**src/rtl/product_accumulator.sv**
```systemverilog
// Frame accumulator behind signed_multiplier: sums COUNT signed products with
// saturation and presents each frame sum through a valid/ready handshake.
module product_accumulator #(
    parameter int PROD_W = 8,
    parameter int ACC_W  = 12,
    parameter int COUNT  = 4
) (
    input  logic              clk,
    input  logic              rst,
    input  logic              clear_in,
    input  logic [PROD_W-1:0] prod_in,
    input  logic              prod_valid_in,
    output logic              prod_ready_out,
    output logic [ACC_W-1:0]  sum_out,
    output logic              sum_valid_out,
    input  logic              sum_ready_in,
    output logic              overflow_out
);

    localparam int               CNT_W    = (COUNT > 1) ? $clog2(COUNT) : 1;
    localparam logic [CNT_W-1:0] CNT_LAST = CNT_W'(COUNT - 1);
    localparam logic [ACC_W-1:0] SAT_MAX  = {1'b0, {(ACC_W-1){1'b1}}};
    localparam logic [ACC_W-1:0] SAT_MIN  = {1'b1, {(ACC_W-1){1'b0}}};

    typedef enum logic {
        ACCUM = 1'b0,
        HOLD  = 1'b1
    } state_e;

    state_e           state_q, state_d;
    logic [ACC_W-1:0] acc_q, acc_d;
    logic [CNT_W-1:0] cnt_q, cnt_d;
    logic             ovf_q, ovf_d;
    logic [ACC_W-1:0] sum_q, sum_d;
    logic             sum_ovf_q, sum_ovf_d;

    logic [ACC_W:0]   sum_wide;
    logic             add_ovf;
    logic [ACC_W-1:0] add_sat;
    logic             accept;
    logic             frame_done;
    logic             handshake;

    // One guard bit: the top two bits of the wide sum disagree exactly when
    // the true result falls outside the ACC_W-bit signed range.
    assign sum_wide   = {acc_q[ACC_W-1], acc_q}
                      + {{(ACC_W+1-PROD_W){prod_in[PROD_W-1]}}, prod_in};
    assign add_ovf    = sum_wide[ACC_W] ^ sum_wide[ACC_W-1];
    assign add_sat    = add_ovf ? (sum_wide[ACC_W] ? SAT_MIN : SAT_MAX)
                                : sum_wide[ACC_W-1:0];

    assign accept     = (state_q == ACCUM) && prod_valid_in;
    assign frame_done = accept && (cnt_q == CNT_LAST);
    assign handshake  = (state_q == HOLD) && sum_ready_in;

    // State register.
    always_ff @(posedge clk) begin
        // NOTE: sequential state uses non-blocking assignments so every
        // register samples pre-edge values regardless of block ordering.
        if (rst) begin
            state_q <= ACCUM;
        end else begin
            state_q <= state_d;
        end
    end

    // Next-state logic.
    always_comb begin
        // NOTE: default assignment first so no path leaves state_d unassigned,
        // which would infer a latch.
        state_d = state_q;
        if (clear_in) begin
            state_d = ACCUM;
        end else begin
            case (state_q)
                ACCUM:   if (frame_done)   state_d = HOLD;
                HOLD:    if (sum_ready_in) state_d = ACCUM;
                default: state_d = ACCUM;
            endcase
        end
    end

    // Outputs are pure decodes of registered state.
    always_comb begin
        prod_ready_out = (state_q == ACCUM);
        sum_valid_out  = (state_q == HOLD);
        sum_out        = sum_q;
        overflow_out   = sum_ovf_q;
    end

    // Datapath next-state: clear_in discards the partial frame but keeps sum_out.
    always_comb begin
        acc_d     = acc_q;
        cnt_d     = cnt_q;
        ovf_d     = ovf_q;
        sum_d     = sum_q;
        sum_ovf_d = sum_ovf_q;
        if (clear_in) begin
            acc_d     = '0;
            cnt_d     = '0;
            ovf_d     = 1'b0;
            sum_ovf_d = 1'b0;
        end else if (frame_done) begin
            sum_d     = add_sat;
            sum_ovf_d = ovf_q | add_ovf;
        end else if (accept) begin
            acc_d = add_sat;
            cnt_d = cnt_q + CNT_W'(1);
            ovf_d = ovf_q | add_ovf;
        end else if (handshake) begin
            acc_d = '0;
            cnt_d = '0;
            ovf_d = 1'b0;
        end
    end

    always_ff @(posedge clk) begin
        if (rst) begin
            acc_q     <= '0;
            cnt_q     <= '0;
            ovf_q     <= 1'b0;
            sum_q     <= '0;
            sum_ovf_q <= 1'b0;
        end else begin
            acc_q     <= acc_d;
            cnt_q     <= cnt_d;
            ovf_q     <= ovf_d;
            sum_q     <= sum_d;
            sum_ovf_q <= sum_ovf_d;
        end
    end

endmodule
```
**config.mk**
```make
export PLATFORM = sky130hd
export DESIGN_NAME = product_accumulator
export DESIGN_NICKNAME = d
export VERILOG_FILES = /design/src/rtl/product_accumulator.sv
export SDC_FILE = /design/constraint.sdc
export NUM_CORES = 1
export LEC_CHECK = 0
export CAP_MARGIN = 20
export CORE_ASPECT_RATIO = 1.5
export CORE_UTILIZATION = 58
export CTS_CLUSTER_DIAMETER = 50
export DETAILED_ROUTE_END_ITERATION = 7
export PLACE_DENSITY = 0.93
export SYNTH_ARGS = -nofsm -noshare
export SYNTH_HDL_FRONTEND = slang
export SYNTH_SLANG_ARGS = --single-unit
```
**constraint.sdc**
```tcl
create_clock -name clk -period 8.2 [get_ports clk]
set_clock_uncertainty 0.05 [all_clocks]
set_input_delay 2.05 -clock clk [delete_from_list [all_inputs] [get_ports clk]]
set_output_delay 2.05 -clock clk [all_outputs]
set_load 0.005 [all_outputs]
```
After elaboration in Yosys (flattened, before gate mapping)
Cells that the tools add are included.
W data, S select, Z words.
- register bits after elaboration: 29
- bits of input ports: 13
- logic and storage cells: 32
- add/subtract/negate cells: 2
- equal/unequal tests: 1
- muxes and demuxes: 11
- bitwise logic cells: 5
- reduce and logical (&&, ||, !) cells: 7
- operators with widths (operator ; count):
    $mux W12 ; 4
    $add A12 B8 Y13 ; 1
    $mux W1 ; 4
    $mux W2 ; 2
    $reduce_and A2 Y1 ; 2
    $logic_and A1 B1 Y1 ; 3
    $not A1 Y1 ; 3
    $add A2 B1 Y2 const B ; 1
    $eq A2 B2 Y1 const B ; 1
    $pmux W1 S2 ; 1
    $reduce_bool A2 Y1 ; 1
    $reduce_or A2 Y1 ; 1
    $or A1 B1 Y1 ; 1
    $xor A1 B1 Y1 ; 1

Depth between registers and ports, before layout
Gate-level depths: netlist of run 1.
- depth after elaboration: 5
- mapped depth: 11
- depth with buffers taken out: 10

Least setup slack after synthesis of run 1
Ideal clock, no wire load.
- kind: input-to-reg
- from: input port prod_in[0]
- to: register sum_q[10], in the netlist sum_out[10]
- arrival: 4030 ps
- data required time: 8070 ps
- path slack: 4040 ps
- cell stages on the path: 11
- cells stage by stage: ha_1 > inv_1 > fa_1 > nand2b_1 > a21oi_1 > o21ai_1 > nand2_1 > a31oi_1 > buf_2 > maj3_2 > a211oi_2
- word-level cells in the longest chain between the ends: 3
- elaborated cells on any way between the ends: 4
- those cells by class: add/sub (1); mux (2); bitwise (1)
- RTL lines (what ; line ; RTL):
    start, declared ; 11 ; input logic [PROD_W-1:0] prod_in,
    $add A12 B8 Y13 * ; 47 ; + {{(ACC_W+1-PROD_W){prod_in[PROD_W-1]}}, prod_in};
    $mux W12 / $xor A1 B1 Y1 (equally long branches) ; 49, 48 ;
    $mux W12 * ; 49 ; assign add_sat = add_ovf ? (sum_wide[ACC_W] ? SAT_MIN : SAT_MAX)
    end signal, assigned ; 128 ; sum_q <= sum_d;
    end, declared ; 34 ; logic [ACC_W-1:0] sum_q, sum_d;
Every way passes the cells marked *; elsewhere a longest branch is shown, timed or not.
A chain may end at the register's enable or synchronous reset.

Worst setup path after layout of run 1
- from: input port prod_in[7]
- to: register sum_q[5], in the netlist sum_out[5]
Same word-level chain as after synthesis.

==> results of run 1 <==
-- worst max-delay path, delay by kind of cell --
family          cells  cell delay [ns]
simple gates        1             0.08
buf+inv             1             0.51
compound gates      5             1.62
fa+ha+maj           2             0.83
-- worst max path at each step --
stage                           from           to  slack, ns  cells past startpoint
final                     prod_in[7]   sum_out[5]       3.19                      9
after global routing      prod_in[7]     acc_q[9]       3.04                      9
after CTS                 prod_in[7]     acc_q[9]       3.22                      9
after detailed placement  prod_in[7]     acc_q[9]       2.98                      9
after global placement    prod_in[7]     acc_q[9]       3.05                      9
after floorplan           prod_in[0]  sum_out[10]       4.04                     11
-- per-stage QoR --
stage / area, um2 / setup WS (ns) / total power (uW)
global route: 2270 / 3.04 / 419
finish: 2270 / 3.19 / 404
CTS: 2270 / 3.22 / 404
detailed placement: 2160 / 2.98 / 250
global placement: 2160 / 3.05 / 248
floorplan: 1870 / 4.04 / 228
-- report_power, final --
| part | internal [uW] | total [uW] | leakage [uW] | switching [uW] |
|---|---|---|---|---|
| registers | 145 | 150 | 0.000235 | 4.06 |
| logic | 42.0 | 100 | 0.000537 | 58.2 |
| clock network | 99.0 | 155 | 0.0000585 | 55.6 |
-- placed cells by master (no fill, tap or decap), drive strengths merged --
master         count
o211ai             1
fa                 1
clkdlybuf4s50     27
a31o               1
nor2              22
or2                1
bufinv             1
nand4              3
buf                2
inv                8
xor2               7
xnor2              3
a211oi            22
nor4               1
o21ai              9
clkbuf             7
o22ai              1
nand2b             7
a21o               2
maj3              11
nor3               1
a21oi             26
mux2i              1
nor2b              4
o21bai             1
o311ai             1
nand2             19
o31a               1
ha                13
a311oi             1
dfxtp             29
a31oi              1
nand3              4
-- final cells by class --
type	instances	share of cell area
sequential	29	0.255
multi-input combinational	165	0.534
clock inverter	1	0.0132
clock buffer	7	0.0380
inverter	8	0.0132
tap	39	0.0215
timing repair buffer	29	0.125
-- cell usage after synthesis (2+ instances only) --
cell type	count
sky130_fd_sc_hd__nand2_1	19
sky130_fd_sc_hd__nand2b_1	7
sky130_fd_sc_hd__clkbuf_1	6
sky130_fd_sc_hd__dfxtp_1	29
sky130_fd_sc_hd__nor2_1	21
sky130_fd_sc_hd__inv_1	8
sky130_fd_sc_hd__xor2_1	7
sky130_fd_sc_hd__a21oi_1	26
sky130_fd_sc_hd__nor2b_1	4
sky130_fd_sc_hd__a211oi_1	8
sky130_fd_sc_hd__a21o_1	2
sky130_fd_sc_hd__xnor2_1	3
sky130_fd_sc_hd__a211oi_2	14
sky130_fd_sc_hd__maj3_1	2
sky130_fd_sc_hd__ha_1	13
sky130_fd_sc_hd__o21ai_0	7
sky130_fd_sc_hd__nand4_1	3
sky130_fd_sc_hd__maj3_2	9
sky130_fd_sc_hd__nand3_1	4
-- cell families (layout without fill, tap and decap cells) --
| group | count (synthesis) | after routing | synth area share |
|---|---|---|---|
| simple gates | 62 | 62 | 0.158 |
| compound gates | 67 | 67 | 0.275 |
| mux | 1 | 1 | 0.00535 |
| buf+inv | 18 | 45 | 0.0414 |
| flops | 29 | 29 | 0.310 |
| xor+xnor | 10 | 10 | 0.0468 |
| fa+ha+maj | 25 | 25 | 0.162 |
-- state kept, by name, summed over array words and instances, names as in the netlist --
| name | cells |
|---|---|
| ovf_q | 1 |
| cnt_q | 2 |
| overflow_out | 1 |
| sum_out | 12 |
| acc_q | 12 |
| sum_valid_out | 1 |
-- layer usage --
layer / share of wire / vias to the layer above
met1: 0.38 / 777
met4: 0.038 / 0
met3: 0.036 / 17
li1: - / 817
met2: 0.55 / 48
met5: 0 / -
==> qor.txt, run 1 <==
status: complete, no violations
die area: 0.00346 mm2
TNS Setup: 0 ns
setup repair bufs after CTS: 0
number of fill cells: 216
number of cells traversed by the worst register-to-register path: 8
most area-consuming cells after synthesis: sky130_fd_sc_hd__dfxtp_1, sky130_fd_sc_hd__a211oi_2, sky130_fd_sc_hd__ha_1
Inserted Diodes: 0
Placed Cells: 270
footprint of the multi-input gates: 0.00121 mm2
routed len/inst: 16.3 um
number of H-tree levels: 2
detail-routed via count per cell: 5.97
worst slew pin tran: 1.09 ns
prevailing post-synth register cell: sky130_fd_sc_hd__dfxtp_1
RSZ-0062 raised after global routing: no
critical path cell sequence: clkdlybuf4s50_1 > ha_1 > a21o_1 > a21oi_1 > nor2_1 > a31o_2 > a311oi_2 > maj3_2 > a211oi_2
CP max-delay cell: sky130_fd_sc_hd__a311oi_2
hold-critical path endpoint: ovf_q
height of the die: 71.6 um
DP Wirelength: 3240 um
number of failing setup endpoints in the final timing report: 0
post-route DRC violation count: 0
clock-pin transition on the worst setup and hold timing paths: 0.06 ns
final number of hold-violating endpoints: 0
met2 track demand over resource: 0.535
clock tree root buffer cell: sky130_fd_sc_hd__clkbuf_8
Layout Nets: 265
weighted congestion reported at the end of routability-driven placement: 0.868
drt first-iter violations: 69
proportion of layout cells with a drive suffix above 1: 0.163
syn avg cell area: 8.83 um2
final non-filler cell total: 278
top fanout value on the critical path: 12
core area: 0.00300 mm2
fraction of registers with async set/reset: 0
final standard cell utilization of the core: 0.758
Reg-to-Reg End: sum_out[5]
max incr delay on CP: 0.91 ns
remaining global-route overflow: 0
Worst Setup Start Kind: input port
Yosys reg bits: 29
cts bufs inserted: 5
total detailed-routing wirelength: 4520 um
fraction of met3 tracks used by global routing: 0.0488
number of max-slew violations in the final report: 0
Detail Route Antenna Nets: 0
First-pass DRT Iterations: 4
synthesized netlist net count: 239
Sequential cell area: 581 um2
Reg2Reg Setup Slack: 5.17 ns
startpoint of the most critical register-to-register path: acc_q[1]
Vias: 1659
cell area after technology mapping: 0.00187 mm2
die extent in x: 48.4 um
critical path arrival: 5.10 ns
start-to-end type of the worst setup path: input port to flip-flop
Worst IR Drop VDD: 133 uV
clock latency reported for the late side of the worst-skew pair: 0.28 ns
hold path startpoint: ovf_q
static leakage: 0.000831 uW
kind of end point of the critical path: flip-flop
Sinks on Clock Net: 29
number of cells on the worst hold path: 2
global-route met1 utilization: 0.267
IO Count: 28
number of antenna violations at the first check in global routing: 0
std cell rows: 24
wire length of the first global-routing pass: 7270 um
cell type with the largest total area after synthesis: sky130_fd_sc_hd__dfxtp_1
Hold/Removal Path Class: flip-flop to flip-flop
count of warnings emitted by yosys: 0
Max clock buf depth: 2
Syn-to-layout area delta: 21.5%
post-cts sizing count: 0
number of global-route vias before repair: 1622
Syn Inst Count: 212
layer with the highest usage: met2
Fmax: 200 MHz
number of distinct standard cells referenced by the synthesized netlist: 39
CTS tree: done
Critical Path RT: 8.30 ns
share of the clock period used by the worst path after layout: 0.611
PD cells: 178 mW/mm2
hold bufs inserted after CTS: 0
Worst Hold Slack: 0.429 ns
number of enable-type register cells in the synthesized netlist: 0
clock period minus worst slack: 5.01 ns
I/O Buffers: 27
maximum number of pins on one net before global-route repair: 24
Max Cap Viol: 0
fraction of synthesized cell area taken by the top area cell type: 0.310
Worst slew margin: 0.273
initial core utilization: 0.623
share of the yosys chip area belonging to registers: 0.310
global router's overall resource usage: 0.274
No activity file was read; power rests on OpenSTA's default activity.
==> run 2: changes to the inputs <==
--- a/config.mk
+++ b/config.mk
@@ -7,10 +7,10 @@
 export LEC_CHECK = 0
 export CAP_MARGIN = 20
 export CORE_ASPECT_RATIO = 1.5
-export CORE_UTILIZATION = 58
+export CORE_UTILIZATION = 49
 export CTS_CLUSTER_DIAMETER = 50
 export DETAILED_ROUTE_END_ITERATION = 7
-export PLACE_DENSITY = 0.93
+export PLACE_DENSITY = 0.84
 export SYNTH_ARGS = -nofsm -noshare
 export SYNTH_HDL_FRONTEND = slang
 export SYNTH_SLANG_ARGS = --single-unit
==> constraint.sdc (replaced) <==
create_clock -name clk -period 4.1 [get_ports clk]
set_clock_uncertainty 0.05 [all_clocks]
set_input_delay 1.025 -clock clk [delete_from_list [all_inputs] [get_ports clk]]
set_output_delay 1.025 -clock clk [all_outputs]
set_load 0.005 [all_outputs]
==> run 2 against run 1 <==
Against the previous run:
- via count increased by 0.66%
- flip-flop and latch count unchanged
- critical path type unchanged
- largest cell class unchanged
- global-route usage decreased by 3.9 points
- clock power increased by 99%
- cell area increased by 0.88%
- die area increased by 18%
- final cell count increased by 2.2%
==> qor.txt, run 2 (synthesis gave the netlist of run 1 again) <==
IO Count: 28 (unchanged)
clock period minus worst slack: 3.53 ns
core area: 0.00365 mm2 (+22%)
weighted congestion reported at the end of routability-driven placement: 0.853 (-1.7%)
drt first-iter violations: 56 (-19%)
remaining global-route overflow: 0 (unchanged)
Detail Route Antenna Nets: 0 (unchanged)
switching share of power: 0.295 (+0.00324)
PD cells: 356 mW/mm2 (+100%)
Worst IR Drop VDD: 248 uV (+87%)
Vias: 1670 (+0.66%)
post-cts sizing count: 0 (unchanged)
combinational group share of total power: 0.256 (+0.008)
number of fill cells: 315 (+46%)
Worst Hold Slack: 0.418 ns (-0.0103 ns)
detail-routed via count per cell: 5.88 (-1.5%)
routed len/inst: 15.5 um (-5.0%)
footprint of the multi-input gates: 0.00121 mm2 (unchanged)
post-route DRC violation count: 0 (unchanged)
TNS Setup: 0 ns (unchanged)
Inserted Diodes: 0 (unchanged)
top fanout value on the critical path: 12 (unchanged)
wire length of the first global-routing pass: 6950 um (-4.5%)
number of failing setup endpoints in the final timing report: 0 (unchanged)
Pwr Total: 817 uW (+100%)
sequential power share: 0.366 (-0.004)
std cell rows: 27 (+13%)
number of antenna violations at the first check in global routing: 0 (unchanged)
Max Cap Viol: 0 (unchanged)
die area: 0.00408 mm2 (+18%)
Worst slew margin: 0.412 (+0.140)
RSZ-0062 raised after global routing: no
status: complete, no violations
setup repair bufs after CTS: 0 (unchanged)
DP Wirelength: 3320 um (+2.5%)
number of max-slew violations in the final report: 0 (unchanged)
Clk network pwr share: 0.379 (-0.003)
worst-case setup slack after placement: 0.303 ns (-2.68 ns)
die extent in x: 52.5 um (+8.4%)
highest-count cells in the layout ignoring fill and taps: sky130_fd_sc_hd__dfxtp_1, sky130_fd_sc_hd__clkdlybuf4s50_1, sky130_fd_sc_hd__a21oi_1, sky130_fd_sc_hd__nor2_1, sky130_fd_sc_hd__nand2_1
I/O Buffers: 27 (unchanged)
reported net switching power: 241 uW (+100%)
maximum number of pins on one net before global-route repair: 24 (unchanged)
Layout Nets: 267 (+0.75%)
kind of end point of the critical path: flip-flop
proportion of layout cells with a drive suffix above 1: 0.170 (+0.00694)
static leakage: 0.000841 uW (+1.2%)
worst slew pin tran: 0.881 ns (-0.210 ns)
Sinks on Clock Net: 29 (unchanged)
final number of hold-violating endpoints: 0 (unchanged)
Fmax: 283 MHz
start-to-end type of the worst setup path: input port to flip-flop
Syn-to-layout area delta: 22.6%
Hold/Removal Path Class: flip-flop to flip-flop
total detailed-routing wirelength: 4390 um (-2.9%)
Max clock buf depth: 2 (unchanged)
Int Pwr: 576 uW (+100%)
number of global-route vias before repair: 1564 (-3.6%)
most frequent standard cell in the layout excluding fill and tap cells: sky130_fd_sc_hd__dfxtp_1
CTS tree: done
global router's overall resource usage: 0.235 (-0.0391)
number of H-tree levels: 2 (unchanged)
Sequential cell area: 581 um2 (unchanged)
cts bufs inserted: 5 (unchanged)
worst path setup slack after routing: 0.571 ns (-2.62 ns)
clock-pin transition on the worst setup and hold timing paths: 0.06 ns (about the same)
height of the die: 77.7 um (+8.6%)
Critical Path RT: 4.24 ns (-4.06 ns)
clock tree root buffer cell: sky130_fd_sc_hd__clkbuf_8
hold bufs inserted after CTS: 0 (unchanged)
share of the clock period used by the worst path after layout: 0.861
clock latency reported for the late side of the worst-skew pair: 0.29 ns (about the same)
Worst Setup Start Kind: input port
First-pass DRT Iterations: 4 (unchanged)
critical path arrival: 3.67 ns (-1.43 ns)
initial core utilization: 0.513 (-0.110)
## run 2: cell types whose count changed in the layout (fill, tap and decap cells not counted)
cell / before / now
sky130_fd_sc_hd__buf_4: 2 / 4
## run 2: power by group through the flow
| stage | Combinational [uW] | Sequential [uW] | Clock [uW] |
|---|---|---|---|
| after floorplan | 155 | 302 | 0 |
| after global placement | 200 | 305 | 0 |
| after detailed placement | 204 | 305 | 0 |
| after CTS | 208 | 299 | 311 |
| after global routing | 225 | 299 | 325 |
| final | 209 | 299 | 309 |
## run 2: area by class of cell
| cell class | instances | area share |
|---|---|---|
| Sequential cell | 29 | 0.253 |
| Inverter | 8 | 0.0131 |
| Timing Repair Buffer | 31 | 0.131 |
| Clock inverter | 1 | 0.0131 |
| Multi-Input combinational cell | 165 | 0.529 |
| Tap cell | 43 | 0.0234 |
| Clock buffer | 7 | 0.0376 |
## run 2: path summary, 6_finish.rpt
| check | startpoint | to | slack, ns | cells after the start |
|---|---|---|---|---|
| max | prod_in[7] | sum_out[3] | 0.57 | 10 |
| min | cnt_q[1] | cnt_q[1] | 0.42 | 2 |
| max reg2reg | acc_q[0] | sum_out[3] | 1.46 | 11 |
| min reg2reg | cnt_q[1] | cnt_q[1] | 0.42 | 2 |
## run 2: worst max-delay path, cell delays in order
cell and delay (ns):
sky130_fd_sc_hd__clkdlybuf4s50_1 0.51, sky130_fd_sc_hd__ha_1 0.40, sky130_fd_sc_hd__inv_1 0.12, sky130_fd_sc_hd__nor4_4 0.32
sky130_fd_sc_hd__nor2_2 0.11, sky130_fd_sc_hd__o311ai_4 0.28, sky130_fd_sc_hd__a311oi_2 0.05, sky130_fd_sc_hd__buf_4 0.21
sky130_fd_sc_hd__maj3_1 0.40, sky130_fd_sc_hd__a211oi_1 0.25
## run 2: layer usage
metal | wire length (um) | share of wire | track usage | vias to the layer above
met5 | 0 | 0 | 0 | -
met4 | 242 | 0.055 | 0.158 | 0
met3 | 160 | 0.036 | 0.0490 | 21
met2 | 2290 | 0.52 | 0.399 | 50
met1 | 1690 | 0.39 | 0.248 | 782
li1 | - | - | - | 817
## run 2: per-stage QoR
step	utilization	cells	instance area (um2)
after CTS	0.629	284	2290
after global routing	0.629	284	2290
after detailed placement	0.597	276	2180
after floorplan	-	212	1870
after global placement	0.597	276	2180
final	0.629	284	2290
==> patch 1: new RTL, config.mk and constraints of run 2 <==
Change the parameter `COUNT` from 4 to 2.
--- a/src/rtl/product_accumulator.sv
+++ b/src/rtl/product_accumulator.sv
@@ -4,5 +4,5 @@
     parameter int PROD_W = 8,
     parameter int ACC_W  = 12,
-    parameter int COUNT  = 4
+    parameter int COUNT  = 2
 ) (
     input  logic              clk,
Behaviour: not the same (Yosys sat finds a counterexample within 4 cycles, from zero or initial values and one cycle with rst high).
==> patch 1 against run 2 <==
First-iteration DRC count fell by 38%; register-to-register slack got worse by 0.16 ns; worst hold slack got worse by 0.0090 ns; global-route usage fell by 3.0 points; sequential cell count fell by 1; total power fell by 21%; combinational power fell by 12%; sequential power fell by 2%; highest routed layer unchanged; cell area fell by 10%; largest power group is now sequential cells; synthesized area fell by 11%; count of clock-buffer cells in the layout fell by 3; die area fell by 11%; setup slack got worse by 0.13 ns; routed wire length fell by 22%.
==> patch 1: results <==
# TYPE chip_impl_metric gauge
chip_impl_metric{name="layout.comb_gates.multi_input",unit=""} 143
chip_impl_metric{name="layout.nets",unit=""} 241
chip_impl_metric{name="clk_latency_worst_skew_pair",unit="ns"} 0.27
chip_impl_metric{name="synth.yosys.seq_area_share",unit=""} 0.337
chip_impl_metric{name="tritoncts.num_buffers",unit=""} 3
chip_impl_metric{name="final_wtd_congestion",unit=""} 0.902
chip_impl_metric{name="synth_compound_gate_area_share",unit=""} 0.252
chip_impl_metric{name="dr.first_iter.drc_count",unit=""} 35
chip_impl_info{name="worst_hold_startpoint",value="sum_out[11]"} 1
chip_impl_metric{name="synth-xor-area-share",unit=""} 0.0685
chip_impl_metric{name="worst-r2r-cell-count",unit=""} 9
chip_impl_metric{name="dr_total_vias",unit=""} 1471
chip_impl_metric{name="n_all_buffers",unit=""} 34
chip_impl_metric{name="syn_nets",unit=""} 208
chip_impl_info{name="critical_path.slowest_cell",value="sky130_fd_sc_hd__o32a_1"} 1
chip_impl_metric{name="seq-cell-share",unit=""} 0.272
chip_impl_metric{name="path_max_fanout",unit=""} 13
chip_impl_metric{name="irDropWorstVdd",unit="mV"} 0.184
chip_impl_metric{name="multi_input_gate_area_in_the_final_layout",unit="mm2"} 0.00105
chip_impl_metric{name="number_of_h_tree_levels",unit=""} 1
chip_impl_metric{name="post_synth_fa_ha_maj_area_fraction",unit=""} 0.134
chip_impl_metric{name="leakage",unit="nW"} 0.800
chip_impl_info{name="synth_top_cells_by_count",value="sky130_fd_sc_hd__dfxtp_1, sky130_fd_sc_hd__nor2_1, sky130_fd_sc_hd__nand2_1, sky130_fd_sc_hd__ha_1, sky130_fd_sc_hd__a211oi_1"} 1
chip_impl_metric{name="place_area",unit="mm2"} 0.00201
chip_impl_info{name="status",value="completed"} 1
[patch 1: per-layer routing]
metal | wire (um) | GRT usage | vias up
met2 | 1700 | 0.360 | 29
met4 | 68 | 0.0762 | 0
met5 | 0 | 0 | -
met1 | 1580 | 0.253 | 693
met3 | 80 | 0.0269 | 7
li1 | - | - | 742
[patch 1: worst min-delay path by stage]
stage	slack, ns	end
detailed placement	0.40	sum_out[11]
finish	0.41	sum_out[11]
global route	0.46	acc_q[11]
global placement	0.39	sum_out[11]
floorplan	0.38	acc_q[11]
CTS	0.41	sum_out[11]
[patch 1: through the flow]
step	std cells	utilization
2_1_floorplan	182	-
3_3_place_gp	250	0.629
3_5_place_dp	250	0.629
4_1_cts	254	0.646
5_1_grt	254	0.646
6_report	254	0.646
[patch 1: power by group]
group / switching [mW] / internal, mW
registers: 0.00797 / 0.285
clock network: 0.0793 / 0.0858
logic: 0.0981 / 0.0856
==> patch 2: new RTL, config.mk and constraints of run 2 <==
Without the edit above. Put a register stage on the output `overflow_out`, without a reset. The value now appears one clock later. The other outputs are not delayed to match.
--- a/src/rtl/product_accumulator.sv
+++ b/src/rtl/product_accumulator.sv
@@ -27,4 +27,6 @@
         HOLD  = 1'b1
     } state_e;
+
+    logic overflow_d;
 
     state_e           state_q, state_d;
@@ -86,5 +88,5 @@
         sum_valid_out  = (state_q == HOLD);
         sum_out        = sum_q;
-        overflow_out   = sum_ovf_q;
+        overflow_d     = sum_ovf_q;
     end
 
@@ -131,3 +133,7 @@
     end
 
+    always_ff @(posedge clk) begin
+        overflow_out <= overflow_d;
+    end
+
 endmodule
Formal check against the unedited RTL: same outputs for any inputs over 10 cycles, from zero or initial values and one cycle with rst high; that may be too few to reach the edited logic, so the function may still have changed.
==> patch 2 against run 2 <==
Total power up 0.12%; setup slack worse by 0.0084 ns; synthesized cell count up 0.47%; sequential cell count up 1; synthesized area up 1.1%; cell area up 0.71%; clock power down 2%; routed wire length up 0.46%.
==> patch 2: results <==
# TYPE chip_impl_metric gauge
chip_impl_metric{name="switching_share",unit=""} 0.288
chip_impl_metric{name="finalNonFillerCells",unit=""} 284
chip_impl_metric{name="grt.total_usage",unit=""} 0.240
chip_impl_metric{name="post-layout-total-power",unit="mW"} 0.818
chip_impl_metric{name="clock_power",unit="mW"} 0.302
chip_impl_info{name="synth_top_cells_by_count",value="sky130_fd_sc_hd__dfxtp_1, sky130_fd_sc_hd__a21oi_1, sky130_fd_sc_hd__nor2_1, sky130_fd_sc_hd__nand2_1, sky130_fd_sc_hd__a211oi_2"} 1
chip_impl_info{name="status",value="completed"} 1
chip_impl_metric{name="worst_pin_slew",unit="ns"} 0.829
chip_impl_metric{name="place.detailed.hpwl",unit="um"} 3350
chip_impl_metric{name="route.detailed.wl_per_inst",unit="um"} 15.5
chip_impl_metric{name="place_area",unit="mm2"} 0.00220
chip_impl_info{name="synthTopCellsByArea",value="sky130_fd_sc_hd__dfxtp_1, sky130_fd_sc_hd__a211oi_2, sky130_fd_sc_hd__ha_1"} 1
chip_impl_info{name="setup_crit_end",value="sum_out[2]"} 1
chip_impl_info{name="r2r-start",value="acc_q[0]"} 1
chip_impl_metric{name="grt_first_pass_wirelength",unit="um"} 7220
chip_impl_metric{name="grt_max_degree",unit=""} 24
chip_impl_metric{name="leakage",unit="nW"} 0.847
chip_impl_metric{name="post_drt_via_cell_ratio",unit=""} 5.80
chip_impl_info{name="root_buffer",value="sky130_fd_sc_hd__clkbuf_8"} 1
chip_impl_metric{name="yosys.cell_types.count",unit=""} 39
chip_impl_metric{name="synth.yosys.seq_area_share",unit=""} 0.317
chip_impl_metric{name="drive_above_1_share",unit=""} 0.170
chip_impl_metric{name="final_wtd_congestion",unit=""} 0.898
chip_impl_metric{name="pg_seq",unit="mW"} 0.309
chip_impl_metric{name="grt_antenna_before_repair",unit=""} 0
chip_impl_metric{name="syn_nets",unit=""} 240
chip_impl_metric{name="mean_area_per_synthesized_cell",unit="um2"} 8.88
chip_impl_info{name="worstHoldPathType",value="reg2reg"} 1
chip_impl_metric{name="vias_in_the_first_global_route",unit=""} 1655
chip_impl_metric{name="irDropWorstVdd",unit="mV"} 0.395
chip_impl_metric{name="worst_hold_path.num_cells",unit=""} 0
chip_impl_metric{name="fmaxAchievable",unit="GHz"} 0.283
chip_impl_metric{name="dp_cells",unit=""} 277
chip_impl_metric{name="layout.nets",unit=""} 268
chip_impl_metric{name="dr.first_iter.drc_count",unit=""} 30
==> patch 2: changes by cell type after synthesis, sizes merged <==
cell,change
dfxtp,+1
==> patch 2: final cells by class <==
class                      instances  area [um2]
clock inverter                     1        30.0
inverter                           8        30.0
sequential                        30         601
fill                             324        1370
multi-input combinational        165        1210
tap                               43        53.8
timing repair buffer              31         300
clock buffer                       6        82.6
==> patch 2: stage by stage <==
step | setup WS, ns | utilization
after floorplan | 0.965 | -
after global placement | 0.419 | 0.597
after detailed placement | 0.293 | 0.597
after CTS | 0.576 | 0.628
after global routing | 0.379 | 0.628
final | 0.562 | 0.628
==> patch 2: routing by layer <==
metal	vias up	track usage	wire, um
met1	774	0.245	1740
met4	0	0.121	182
met2	39	0.425	2340
met5	-	0	0
li1	819	-	-
met3	16	0.0659	136
==> patch 2: how the worst min path moves through the flow <==
stage | startpoint | end | slack (ns)
4_1_cts | overflow_d | overflow_out | 0.31
3_5_place_dp | overflow_d | overflow_out | 0.30
3_3_place_gp | overflow_d | overflow_out | 0.29
5_1_grt | overflow_d | overflow_out | 0.32
2_1_floorplan | overflow_d | overflow_out | 0.28
6_report | overflow_d | overflow_out | 0.31
==> patch 2: kinds of logic (layout without fill, tap and decap cells) <==
kind of cell | count (synthesis) | count (layout) | share of synthesized area
XOR/XNOR | 10 | 10 | 0.0463
adder cells (fa/ha/maj) | 25 | 25 | 0.161
AND/OR/NAND/NOR | 62 | 62 | 0.157
flip-flops | 30 | 30 | 0.317
AO/OA/AOI/OAI | 67 | 67 | 0.272
multiplexers | 1 | 1 | 0.00529
buffers and inverters | 18 | 46 | 0.0410
